$ cat src/rtl/sign_mag_add_pipe.sv
// sign_mag_add_pipe
//   Two-stage pipelined sign-magnitude adder/subtractor with valid/ready
//   flow control on both sides. Stage S1 orders the operand magnitudes and
//   picks the result sign; stage S2 adds or subtracts the magnitudes,
//   saturates or wraps on overflow and normalises -0 to +0.
//
// Parameters
//   N    total width including sign bit (MSB = sign), N >= 3
//   SAT  1: saturate magnitude on overflow, 0: keep low N-1 bits
//
// Ports
//   clk        rising-edge clock
//   reset_n    synchronous active-low reset
//   in_valid   operand pair present        in_ready   operands accepted
//   a, b       sign-magnitude operands      sub        0: a+b, 1: a-b
//   out_valid  result present               out_ready  consumer takes result
//   sum        sign-magnitude result        ovf        magnitude overflow
module sign_mag_add_pipe #(
   parameter int N   = 8,
   parameter bit SAT = 1'b1
) (
   input  logic         clk,
   input  logic         reset_n,
   input  logic         in_valid,
   output logic         in_ready,
   input  logic [N-1:0] a,
   input  logic [N-1:0] b,
   input  logic         sub,
   output logic         out_valid,
   input  logic         out_ready,
   output logic [N-1:0] sum,
   output logic         ovf
);

   localparam int M = N - 1;

   // Overflowed magnitudes either clamp to full scale or keep the low bits.
   function automatic logic [M-1:0] sat_mag(input logic carry, input logic [M-1:0] raw);
      if (carry && SAT) begin
         sat_mag = {M{1'b1}};
      end else begin
         sat_mag = raw;
      end
   endfunction

   logic         s1_valid_q, s1_valid_d;
   logic [M-1:0] s1_max_q, s1_max_d;
   logic [M-1:0] s1_min_q, s1_min_d;
   logic         s1_sign_q, s1_sign_d;
   logic         s1_eff_sub_q, s1_eff_sub_d;

   logic         s2_valid_q, s2_valid_d;
   logic         s2_sign_q, s2_sign_d;
   logic [M-1:0] s2_mag_q, s2_mag_d;
   logic         s2_ovf_q, s2_ovf_d;

   logic         s2_load;
   logic         in_xfer;
   logic [M-1:0] mag_a, mag_b;
   logic         sign_a, sign_b;
   logic         a_ge_b;
   logic [M:0]   add_full;
   logic [M-1:0] res_mag;
   logic         res_ovf;

   // Flow control: in_ready looks through to out_ready so a full pipe
   // can exchange one result for one operand pair every cycle.
   always_comb begin
      s2_load  = !s2_valid_q || out_ready;
      in_ready = reset_n && (!s1_valid_q || s2_load);
      in_xfer  = in_valid && in_ready;
   end

   // ---- input -> S1: compare magnitudes, choose result sign ----
   always_comb begin
      mag_a  = a[M-1:0];
      mag_b  = b[M-1:0];
      // A zero magnitude is always taken as positive, so -0 behaves as +0.
      sign_a = a[M] && (mag_a != '0);
      sign_b = (b[M] ^ sub) && (mag_b != '0);
      // Ties go to A so equal magnitudes take A's sign.
      a_ge_b = (mag_a >= mag_b);

      s1_valid_d   = s1_valid_q;
      s1_max_d     = s1_max_q;
      s1_min_d     = s1_min_q;
      s1_sign_d    = s1_sign_q;
      s1_eff_sub_d = s1_eff_sub_q;

      if (s2_load) begin
         s1_valid_d = 1'b0;
      end
      if (in_xfer) begin
         s1_valid_d   = 1'b1;
         s1_max_d     = a_ge_b ? mag_a : mag_b;
         s1_min_d     = a_ge_b ? mag_b : mag_a;
         s1_sign_d    = a_ge_b ? sign_a : sign_b;
         s1_eff_sub_d = (sign_a != sign_b);
      end
   end

   // ---- S1 -> S2: magnitude add/subtract, overflow, zero normalisation ----
   always_comb begin
      add_full = {1'b0, s1_max_q} + {1'b0, s1_min_q};
      // max >= min, so the difference never borrows.
      res_mag  = s1_max_q - s1_min_q;
      res_ovf  = 1'b0;
      if (!s1_eff_sub_q) begin
         res_ovf = add_full[M];
         res_mag = sat_mag(add_full[M], add_full[M-1:0]);
      end

      s2_valid_d = s2_valid_q;
      s2_sign_d  = s2_sign_q;
      s2_mag_d   = s2_mag_q;
      s2_ovf_d   = s2_ovf_q;

      if (s2_load) begin
         s2_valid_d = s1_valid_q;
         if (s1_valid_q) begin
            s2_sign_d = s1_sign_q && (res_mag != '0);
            s2_mag_d  = res_mag;
            s2_ovf_d  = res_ovf;
         end
      end
   end

   always_ff @(posedge clk) begin
      if (!reset_n) begin
         s1_valid_q   <= 1'b0;
         s1_max_q     <= '0;
         s1_min_q     <= '0;
         s1_sign_q    <= 1'b0;
         s1_eff_sub_q <= 1'b0;
         s2_valid_q   <= 1'b0;
         s2_sign_q    <= 1'b0;
         s2_mag_q     <= '0;
         s2_ovf_q     <= 1'b0;
      end else begin
         s1_valid_q   <= s1_valid_d;
         s1_max_q     <= s1_max_d;
         s1_min_q     <= s1_min_d;
         s1_sign_q    <= s1_sign_d;
         s1_eff_sub_q <= s1_eff_sub_d;
         s2_valid_q   <= s2_valid_d;
         s2_sign_q    <= s2_sign_d;
         s2_mag_q     <= s2_mag_d;
         s2_ovf_q     <= s2_ovf_d;
      end
   end

   assign out_valid = s2_valid_q;
   assign sum       = {s2_sign_q, s2_mag_q};
   assign ovf       = s2_ovf_q;

endmodule

$ cat config.mk
export PLATFORM = sky130hd
export DESIGN_NAME = sign_mag_add_pipe
export DESIGN_NICKNAME = d
export VERILOG_FILES = /design/src/rtl/sign_mag_add_pipe.sv
export SDC_FILE = /design/constraint.sdc
export NUM_CORES = 1
export LEC_CHECK = 0
export CORE_MARGIN = 3
export CORE_UTILIZATION = 30
export CTS_CLUSTER_DIAMETER = 40
export CTS_CLUSTER_SIZE = 12
export DETAILED_ROUTE_END_ITERATION = 10
export PLACE_DENSITY = 0.52
export SYNTH_ARGS = -nofsm -noshare
export SYNTH_HDL_FRONTEND = slang
export SYNTH_SLANG_ARGS = --single-unit
export TNS_END_PERCENT = 20
$ cat constraint.sdc
create_clock -name clk -period 6.5 [get_ports clk]
set_input_delay 1.95 -clock clk [delete_from_list [all_inputs] [get_ports clk]]
set_output_delay 1.95 -clock clk [all_outputs]
set_load 0.03 [all_outputs]
==> results.toml, run 1 <==
[sta]
max_freq_mhz = 183
rsz0062_at_grt = "no"
finalMaxSlewViolations = 0
setup_viol = 0
setup_ws_ns = 1.04
max-slew-margin-rel_pct = 37.9
period_needed_ns = 5.46
fin_tns_setup_ns = 0
skew_ns = 0.00333
worst_pin_slew_ns = 0.931
finalHoldViolCount = 0
min_period_over_period_pct = 84.1

[synthesis]
synth_top_cells_by_count = "dfxtp_1, nand2_1, inv_1"
yosysSeqAreaShare_pct = 28.1
yosys.area.top_type = "dfxtp_1"
synth-edff-count = 0
yosys_warnings = 0
synth_ff_type = "dfxtp_1"
synthesis.nets = 273
yosys-top-cells-area = "dfxtp_1, ha_1, mux2i_1"
yosys_register_bits = 27
async_reset_ff_share_pct = 0
syn_avg_cell_area_um2 = 8.36
ys_types = 49
netlist_instances = 230
synth_area_um2 = 1920
netlist.area_leader.share_pct = 28.1

[layout]
fin_cells = 330
diodes = 0
final_util_pct = 38.3
nNetsFinal = 299
drive_gt1_share_pct = 4.31
fill_cells = 647
syn_to_final_growth_pct = 20.8

[floorplanning]
fp.dieW_um = 86.1
die-area_um2 = 7410
io_pins = 32
chipHeight_um = 86.1
core-area_um2 = 6060
start_util_pct = 31.7
rows = 28

[cts]
cts_resized = 0
hold_buffers = 0
cts_tree = "built"
cts_setup_buffers = 0
clk-insertion-delay-late_ns = 0.28
clock_path_buffers = 2
cts_buffers = 3
cts-root-buf = "clkbuf_8"
cts.sinks = 27
path_clk_slew_ns = 0.10
cts.htree.levels = 1

[worst_setup_path]
arrival_ns = 3.51
worstSetupStartpointType = "primary input"
slowest_delay_ns = 0.70
crit_chain = "clkdlybuf4s50_1 > inv_2 > a21oi_1 > clkdlybuf4s50_1"
cp_slowest_cell = "clkdlybuf4s50_1"
criticalPathCategory = "in2out"
end_kind = "primary output"
crit_required_ns = 4.55
critPathMaxFanout = 9
path_common_cell = "clkdlybuf4s50_1"

[place]
place_inst = 326
gp_congestion = 0.809
io_buffers = 31
hpwl_um = 3410
post-place-ws_ns = 1.02

[routing]
drc = 0
routed_wl_um = 4200
routedWlPerCell_um = 12.7
via_per_inst = 4.90
dr.first_iter.drc_count = 25
drt-pass1-iter-count = 4
vias = 1617
ant_nets = 0

[global_route]
grt_pass1_vias = 1475
antenna_found_initial = 0
grt_use_total_pct = 12.0
grt_overflow = 0
grt_pass1_wl_um = 7130
grt_max_degree = 17

[pwr]
leakagePower_nw = 0.936
pwr_density_cell_nw_per_um2 = 192
peakVddDrop_uv = 102

[flow_run]
drv_cap = 0

[hold_path]
worstHoldPathType = "reg2reg"

[status]
run_status = "finished, final reports clean"
## metal layers
metal / wire length, µm / share of wire [%] / vias to the layer above / GRT usage, %
li1: - / - / 862 / -
met5: 0 / 0 / - / 0
met3: 154 / 3.7 / 4 / 1.92
met2: 1850 / 44 / 28 / 18.6
met4: 56 / 1.3 / 0 / 3.88
met1: 2140 / 51 / 723 / 16.8
## kinds of logic after synthesis
family | count (synthesis) | synth area share (%)
buffers and inverters | 34 | 7.48
AO/OA/AOI/OAI | 71 | 24.5
AND/OR/NAND/NOR | 52 | 12.8
XOR/XNOR | 7 | 3.19
flip-flops | 27 | 28.1
multiplexers | 17 | 8.85
adder cells (fa/ha/maj) | 22 | 15.1
## layout by cell type, fill, tap and decap left out, types with 2 or more instances in the layout
cell	Yosys	layout
a221o_1	2	2
clkbuf_8	0	3
a31oi_1	5	5
fa_1	2	2
clkdlybuf4s50_1	0	31
o21bai_1	2	2
mux2i_1	17	17
nand2b_1	3	3
o21ai_0	15	15
nor2b_1	3	3
a21boi_0	2	2
xnor2_1	6	6
nor4_1	2	2
ha_1	20	20
a21oi_1	13	13
dfxtp_1	27	27
a211oi_1	3	3
nor3_1	2	2
a21oi_2	2	2
nand2_1	27	27
inv_1	23	23
o21ai_1	10	10
a22oi_1	2	2
nor2_1	9	9
a21o_1	2	2
## through the flow
step | instance area [µm²] | hold slack [ns] | total power, mW
finish | 2320 | 0.460 | 0.446
floorplan | 1920 | 0.425 | 0.304
global placement | 2270 | 0.443 | 0.348
CTS | 2320 | 0.468 | 0.452
detailed placement | 2270 | 0.452 | 0.349
global route | 2320 | 0.500 | 0.477
## flip-flops by register name, indices dropped and copies added, names as in the netlist
register and count:
s2_mag_q 7, s1_min_q 7, s1_max_q 7, out_valid 1, s1_valid_q 1, s1_sign_q 1
s1_eff_sub_q 1, s2_sign_q 1, ovf 1
## area by class of cell
cell class	instances	area (µm²)	share of cell area, %
clock buffer	3	41.3	1.78
inverter	24	90.1	3.88
timing repair buffer	31	310	13.4
tap	75	93.8	4.04
sequential	27	541	23.3
multi-input combinational	169	1240	53.3
clock inverter	1	7.51	0.323
## critical path: cells and delay by family
kind / cells / cell delay (ns)
buffers and inverters: 3 / 1.39
AOI/OAI and AO/OA: 1 / 0.17
## final timing paths
path                             startpoint           to  slack (ns)  cells after the start
worst max-delay path                reset_n     in_ready        1.04                      4
worst min-delay path            s2_mag_q[4]  s2_mag_q[4]        0.46                      2
worst max register to register  s1_min_q[0]  s2_mag_q[6]        4.08                      9
worst min register to register  s2_mag_q[4]  s2_mag_q[4]        0.46                      2
## where the power goes
group          internal (mW)  switching (mW)
combinational         0.0711          0.0836
clock                 0.0437          0.0579
sequential             0.178          0.0111
Note: power is estimated with default switching activity, not from simulation.
==> run 2, diff against run 1 <==
==> constraint.sdc (replaced) <==
create_clock -name clk -period 5.1 [get_ports clk]
set_input_delay 1.53 -clock clk [delete_from_list [all_inputs] [get_ports clk]]
set_output_delay 1.53 -clock clk [all_outputs]
set_load 0.03 [all_outputs]
==> run 2 against run 1 <==
Highest routed layer unchanged. First-iteration DRC count rose by 72%. Routed wire length fell by 2.3%. Global-route usage rose by 0.077 points. Count of clock-buffer cells in the layout did not move. Setup slack got worse by 0.56 ns. Sequential cell count did not move. Combinational power rose by 28%. Total power rose by 29%. Design area rose by 0.38%. Critical path depth did not move.
==> results.toml, run 2 (synthesis results as in run 1) <==
[status]
run_status = "finished, final reports clean"

[layout]
diodes = 0
final_area_um2 = 2330
drive_gt1_share_pct = 4.69
layout_commonest_cell = "clkdlybuf4s50_1"
syn_to_final_growth_pct = 21.2
fill_cells = 646
layout_common_cells = "clkdlybuf4s50_1, nand2_1, dfxtp_1"
nNetsFinal = 300
reg_top3 = "s1_max_q x7, s1_min_q x7, s2_mag_q x7"

[routing]
routedWlPerCell_um = 12.4
ant_nets = 0
drt-pass1-iter-count = 4
vias = 1624
routed_wl_um = 4100
via_per_inst = 4.91
drc = 0
dr.first_iter.drc_count = 43

[floorplanning]
start_util_pct = 31.7
io_pins = 32
fp.dieW_um = 86.1
die-area_um2 = 7410
rows = 28
chipHeight_um = 86.1
core-area_um2 = 6060

[sta]
finalHoldViolCount = 0
max_freq_mhz = 216
max-slew-margin-rel_pct = 39.0
fin_tns_setup_ns = 0
min_period_over_period_pct = 90.7
rsz0062_at_grt = "no"
setup_viol = 0
worst_pin_slew_ns = 0.912
skew_ns = 0.00572
finalMaxSlewViolations = 0
period_needed_ns = 4.62

[worst_setup_path]
critPathMaxFanout = 9
end_kind = "primary output"
worstSetupStartpointType = "primary input"
criticalPathCategory = "in2out"
crit_required_ns = 3.57
arrival_ns = 3.09

[global_route]
grt_max_degree = 18
grt_use_total_pct = 12.0
grt_pass1_wl_um = 7330
grt_overflow = 0
grt_pass1_vias = 1558
antenna_found_initial = 0

[cts]
path_clk_slew_ns = 0.10
cts_resized = 0
cts_buffers = 3
clk-insertion-delay-late_ns = 0.28
hold_buffers = 0
cts-root-buf = "clkbuf_8"
clock_path_buffers = 2
cts.htree.levels = 1
cts_tree = "built"
cts.sinks = 27
cts_setup_buffers = 0

[pwr]
leakagePower_nw = 0.945
pwr_density_cell_nw_per_um2 = 246
peakVddDrop_uv = 183

[flow_run]
drv_cap = 0

[place]
gp_congestion = 0.825
hpwl_um = 3390
placed_cell_area_um2 = 2280
io_buffers = 31

[hold_path]
worstHoldPathType = "reg2reg"
[run 2: changes by cell type in the layout (fill, tap and decap cells not counted), sizes merged]
cell | before | now
buf | 0 | 1
clkinvlp | 1 | 0
inv | 24 | 25
[run 2: final cells by class]
class | count | area (µm²) | area share, %
clock inverters | 1 | 8.76 | 0.376
flip-flops and latches | 27 | 541 | 23.2
well taps | 75 | 93.8 | 4.03
clock buffers | 3 | 41.3 | 1.77
multi-input cells | 169 | 1240 | 53.1
inverters | 24 | 90.1 | 3.86
repair buffers | 32 | 318 | 13.6
[run 2: per-stage QoR]
| stage | hold slack [ns] | utilization, % | power [mW] | setup WS (ns) | std cells |
|---|---|---|---|---|---|
| 6_report | 0.460 | 38.5 | 0.573 | 0.476 | 331 |
| 5_1_grt | 0.498 | 38.5 | 0.617 | 0.352 | 331 |
| 4_1_cts | 0.466 | 38.5 | 0.580 | 0.453 | 331 |
| 3_5_place_dp | 0.451 | 37.6 | 0.446 | 0.460 | 327 |
| 3_3_place_gp | 0.442 | 37.6 | 0.445 | 0.468 | 327 |
| 2_1_floorplan | 0.425 | - | 0.387 | 1.42 | 230 |
[run 2: final timing paths]
check / from / to / slack (ns) / depth (start not counted)
max: reset_n / in_ready / 0.48 / 4
min reg2reg: s2_mag_q[4] / s2_mag_q[4] / 0.46 / 2
max reg2reg: s1_min_q[0] / s2_mag_q[6] / 2.70 / 9
min: s2_mag_q[4] / s2_mag_q[4] / 0.46 / 2
[run 2: critical path, cell delays in order]
cell and delay [ns]:
clkdlybuf4s50_1 0.57, inv_2 0.12, a21oi_1 0.18, clkdlybuf4s50_1 0.70
[run 2: power by group]
group          switching [mW]  internal [mW]
clock network          0.0761         0.0575
logic                   0.107         0.0914
registers              0.0142          0.227
[run 2: metal layers]
| layer | routed length (µm) | vias to the layer above | share of wire [%] | global-route usage [%] |
|---|---|---|---|---|
| met2 | 1860 | 30 | 45 | 19.8 |
| met1 | 2060 | 729 | 50 | 16.8 |
| li1 | - | 863 | - | - |
| met4 | 20 | 0 | 0.49 | 1.73 |
| met5 | 0 | - | 0 | 0 |
| met3 | 161 | 2 | 3.9 | 2.02 |
